[config.mk]
export PLATFORM = sky130hd
export DESIGN_NAME = serial_adder_ctrl
export DESIGN_NICKNAME = d
export VERILOG_FILES = /design/src/rtl/serial_adder_pkg.sv /design/src/rtl/serial_adder_ctrl_full_adder_cell.sv /design/src/rtl/serial_adder_ctrl.sv
export SDC_FILE = /design/constraint.sdc
export NUM_CORES = 1
export LEC_CHECK = 0
export BUFFER_PORTS_ARGS = -buffer_cell sky130_fd_sc_hd__buf_2
export CORE_MARGIN = 2
export CORE_UTILIZATION = 35
export CTS_BUF_LIST = sky130_fd_sc_hd__clkbuf_8 sky130_fd_sc_hd__clkbuf_16
export DETAILED_ROUTE_END_ITERATION = 6
export PLACE_DENSITY = 0.67
export REMOVE_ABC_BUFFERS = 1
export SLEW_MARGIN = 5
export SYNTH_ARGS = -nofsm -noshare
export SYNTH_HDL_FRONTEND = slang
export SYNTH_SLANG_ARGS = --single-unit
[constraint.sdc]
create_clock -name clk -period 1.3 [get_ports clk]
set_input_delay 0.195 -clock clk [delete_from_list [all_inputs] [get_ports clk]]
set_output_delay 0.195 -clock clk [all_outputs]
set_load 0.005 [all_outputs]
[src/rtl/serial_adder_pkg.sv]
// Shared encodings for the bit-serial adder controller.
package serial_adder_pkg;

  localparam int SA_STW = 2;

  typedef enum logic [SA_STW-1:0] {
    SA_IDLE = 2'b00,
    SA_RUN  = 2'b01,
    SA_DONE = 2'b10
  } sa_state_t;

endpackage

[src/rtl/serial_adder_ctrl_full_adder_cell.sv]
// One-bit full adder built from two half adders; the single arithmetic cell
// that the serial controller reuses for every bit position.
module Half_Adder (
  input  logic a,
  input  logic b,
  output logic s,
  output logic c
);
  assign s = a ^ b;
  assign c = a & b;
endmodule

module full_adder_cell (
  input  logic a,
  input  logic b,
  input  logic cin,
  output logic s,
  output logic cout
);
  logic s0;
  logic c0;
  logic c1;

  Half_Adder u_ha0 (.a(a),  .b(b),   .s(s0), .c(c0));
  Half_Adder u_ha1 (.a(s0), .b(cin), .s(s),  .c(c1));

  assign cout = c0 | c1;
endmodule

[src/rtl/serial_adder_ctrl.sv]
// Bit-serial WIDTH-bit adder: feeds one full-adder cell LSB first over WIDTH
// cycles, with a start/done handshake and a held result register.
module serial_adder_ctrl
  import serial_adder_pkg::*;
#(
  parameter int WIDTH = 8
) (
  input  logic             clk,
  input  logic             rst_n,
  input  logic             start,
  input  logic [WIDTH-1:0] a,
  input  logic [WIDTH-1:0] b,
  input  logic             cin,
  output logic             busy,
  output logic             done,
  output logic [WIDTH-1:0] sum,
  output logic             cout
);

  localparam int CW = (WIDTH > 1) ? $clog2(WIDTH) : 1;

  sa_state_t        state;
  sa_state_t        next_state;
  logic [WIDTH-1:0] a_sh;
  logic [WIDTH-1:0] b_sh;
  logic [WIDTH-1:0] s_sh;
  logic [WIDTH-1:0] s_next;
  logic             carry;
  logic [CW-1:0]    count;
  logic             fa_s;
  logic             fa_cout;
  logic             accept;
  logic             last_bit;

  full_adder_cell u_fa (
    .a    (a_sh[0]),
    .b    (b_sh[0]),
    .cin  (carry),
    .s    (fa_s),
    .cout (fa_cout)
  );

  assign accept   = start && ((state == SA_IDLE) || (state == SA_DONE));
  assign last_bit = (count == CW'(WIDTH - 1));
  // New sum bit enters at the MSB; after WIDTH shifts the LSB result sits at bit 0.
  assign s_next   = (s_sh >> 1) | {fa_s, {(WIDTH-1){1'b0}}};

  assign busy = (state == SA_RUN);
  assign done = (state == SA_DONE);

  always_ff @(posedge clk or negedge rst_n) begin
    if (!rst_n) state <= SA_IDLE;
    else        state <= next_state;
  end

  always_comb begin
    next_state = SA_IDLE;
    case (state)
      SA_IDLE: next_state = start ? SA_RUN : SA_IDLE;
      SA_RUN:  next_state = last_bit ? SA_DONE : SA_RUN;
      SA_DONE: next_state = start ? SA_RUN : SA_IDLE;
      default: next_state = SA_IDLE;
    endcase
  end

  // sum/cout only load on the final bit, so the previous result stays visible during RUN.
  always_ff @(posedge clk or negedge rst_n) begin
    if (!rst_n) begin
      a_sh  <= '0;
      b_sh  <= '0;
      s_sh  <= '0;
      carry <= 1'b0;
      count <= '0;
      sum   <= '0;
      cout  <= 1'b0;
    end else if (accept) begin
      a_sh  <= a;
      b_sh  <= b;
      carry <= cin;
      count <= '0;
    end else if (state == SA_RUN) begin
      a_sh  <= a_sh >> 1;
      b_sh  <= b_sh >> 1;
      s_sh  <= s_next;
      carry <= fa_cout;
      count <= count + CW'(1);
      if (last_bit) begin
        sum  <= s_next;
        cout <= fa_cout;
      end
    end
  end

endmodule

==> metrics.md <==
| Metric | Value |
|---|---|
| CTS sink cnt | `38` |
| Cell Area, Synth | `0.00179 mm2` |
| Final Critical Period | `1.41 ns` |
| Area growth, synth to finish | `41.5%` |
| Synth area leaders | `dfrtp_1, mux2i_1, mux2_2, a211oi_1, nand2_1` |
| Clock power frac | `0.147` |
| Max FO, Critical Path | `4` |
| Max Slew Vio Count | `0` |
| Worst endpoint required time | `1.11 ns` |
| Critical Path End Type | `output pin` |
| EDFF count, synth | `0` |
| Worst min-delay path class | `in2reg` |
| Vias/cell | `4.76` |
| Iter 0 DRT Violations | `80` |
| Slew @ Worst Pin | `0.240 ns` |
| Multi-input gate area | `866 um2` |
| # diodes | `0` |
| Vias | `between 1,000 and 1,500` |
| Register share of total power | `0.366` |
| Clock buffer depth | `2` |
| Final Cycle Share | `1.08` |
| Seq/Total Area, Yosys | `0.530` |
| Max Clock Skew | `roughly 0.0048 ns` |
| Residual DRC count | `0` |
| Pwr Total | `5.77 mW` |
| RSZ-0062 raised after global routing | `true` |
| Overflow after GRT | `0` |
| Max VDD drop | `1.16 mV` |
| FILL cells | `approximately 460` |
| Power Density | `2270 mW/mm2` |
| Core Region | `0.00501 mm2` |
| Total CTS buffers | `5` |
| Violated checks | `negative setup slack` |
| Site Rows | `26` |
| Met2 Usage GRT | `0.240` |
| FF/Latch Area | `952 um2` |
| Leak Pwr | `1.21 nW` |
| Share of layout cells above drive strength 1 | `0.418` |
| Sw frac | `0.334` |
| Critical Path Start Type | `register` |
| Setup CP Type | `reg2out` |
| Die Y | `75.6 um` |
| P_sw | `1.93 mW` |
| CTS clk-pin slew, worst paths | `around 0.07 ns` |
| CTS tree | `yes` |
| Netlist cell types | `25` |
| Final hold viol count | `0` |
| Layout Utilization | `0.506` |
| Global-route wire length before repair | `6630 um` |
| Max-cap viol count | `0` |
| Initial Util | `0.358` |
| Post-layout net count | `247` |
| Post-Synthesis Cells | `between 150 and 200` |
| GR Util met1 | `0.219` |
| # setup viols final | `13` |
| Wirelength per Cell | `around 13 um` |
| Hpwl dp | `2290 um` |
| CP arrival | `1.21 ns` |
| Post-route insts no fill | `295` |
| Detail Route Antenna Nets | `0` |
| Dpl cells | `266` |
| Gate power share | `0.487` |
| I/O pin cnt | `31` |
| Die width | `75.6 um` |
| Status | `finished, violations left` |
| Share of the synthesized area in the top cell type | `0.530` |
| RD Place Congestion | `0.724` |
| Main synth FF type | `dfrtp_1` |
| Die area | `0.00571 mm2` |
| Root Buffer | `clkbuf_8` |
| Cell taking the most area after synthesis | `dfrtp_1` |
| Met3 usage | `0.0410` |
| Layer with the highest usage | `met2` |
| Post-Syn Area per Cell | `11.1 um2` |
| Iteration count of the initial detailed-routing pass | `4` |
| Synth warn | `0` |
| Total length of routed wires | `3870 um` |
| Port bufs | `30` |
| Largest net degree at the start of global routing | `39` |
| Max Clk Rate | `between 700 and 800 MHz` |
| Fin worst setup slack | `-0.108 ns` |
| Initial antenna violation count | `0` |
| Total track usage | `0.162` |
| Later-pin clock latency in the skew report | `0.29 ns` |
| Synth async-reset ratio | `1.00` |
| Pint | `approximately 3.8 mW` |
| Slew headroom | `0.840` |
| Vias in the first global route | `1,356` |
| H-Tree Depth | `2` |
| Synthesis-stage register bit count | `38` |
==> metal layers <==
layer | up-vias | part of all wire
met5 | - | 0
met4 | 0 | 0.029
met3 | 11 | 0.047
met2 | 39 | 0.46
met1 | 666 | 0.46
li1 | 689 | -
==> worst paths after layout <==
kind | start | to | slack (ns) | cells past startpoint
max | state[0]$_DFF_PN0_ | busy | -0.11 | 5
min | b[3] | b_sh[3]$_DFFE_PN0P_ | 0.17 | 3
max reg2reg | state[0]$_DFF_PN0_ | a_sh[5]$_DFFE_PN0P_ | -0.05 | 6
min reg2reg | s_sh[1]$_DFFE_PN0P_ | s_sh[1]$_DFFE_PN0P_ | 0.49 | 2
max in group asynchronous | rst_n | state[0]$_DFF_PN0_ | 0.72 | 3
min in group asynchronous | rst_n | sum[3]$_DFFE_PN0P_ | 0.39 | 3
==> placed cells by master, fill, tap and decap left out, types with 3 or more instances in the layout <==
cell type  count
clkbuf_8       6
mux2i_1       14
nor2b_1       10
o21ai_0        5
buf_6          5
nand3_1        3
buf_4         25
buf_2         29
nand2_1       23
nand2b_1       3
buf_12         3
a21oi_1       13
a211oi_1      11
dfrtp_1       37
mux2_4         9
==> sequential cells by signal (all words and copies together) (netlist names) <==
signal and count:
s_sh 7, cout 1, b_sh 8, a_sh 8
count 3, state 2, carry 1, sum 8
==> power by group through the flow <==
stage | combinational, mW | clock, mW | sequential [mW]
floorplan | 1.12 | 0 | 2.15
global placement | 1.84 | 0 | 2.10
detailed placement | 1.88 | 0 | 2.11
CTS | 2.70 | 0.870 | 2.11
global route | 3.14 | 0.933 | 2.19
finish | 2.81 | 0.845 | 2.11
==> area by class of cell <==
type | count | share of cell area
clock buffer | 6 | 0.0326
clock inverter | 2 | 0.00493
inverter | 3 | 0.00543
multi-input combinational | 110 | 0.341
sequential | 38 | 0.375
tap | 70 | 0.0345
timing repair buffer | 66 | 0.206
==> logic make-up after synthesis <==
family	Yosys count	share of synthesized area
adder cells (fa/ha/maj)	3	0.0251
flip-flops	38	0.530
AND/OR/NAND/NOR	47	0.138
buffers and inverters	14	0.0412
AO/OA/AOI/OAI	34	0.118
multiplexers	25	0.147
==> metrics by stage <==
step           cell area, um2  setup TNS, ns  worst slack, ns  hold WS [ns]
6_report                 2540         -0.541           -0.108         0.170
5_1_grt                  2540          -1.01           -0.154         0.187
4_1_cts                  2490         -0.345           -0.105         0.170
3_5_place_dp             2100          -1.56           -0.176         0.177
3_3_place_gp             2100          -1.41           -0.153         0.178
2_1_floorplan            1730          -6.23           -0.496        -0.101
==> synth_stat cells, types with 3 or more instances <==
| master | instances |
|---|---|
| mux2_2 | 11 |
| o21ai_0 | 6 |
| nand3_1 | 3 |
| a211oi_1 | 12 |
| nand2b_1 | 3 |
| buf_2 | 5 |
| nand2_1 | 23 |
| a21oi_1 | 13 |
| mux2i_1 | 14 |
| nor2b_1 | 11 |
| dfrtp_1 | 38 |
==> critical path, cell delays in order (launching register included) <==
cell,delay (ns)
dfrtp_2,0.45
buf_6,0.13
nand2b_4,0.07
inv_4,0.04
buf_6,0.11
buf_6,0.10
==> timing repair <==
action	in CTS	in global routing
pin swaps	6	3
hold buffers	1	0
buffers inserted	14	4
hold endpoints to repair	38	0
gates cloned	2	0
endpoints found under the setup margin	14	15
resized for setup	31	4
(Power assumes the default switching activity.)
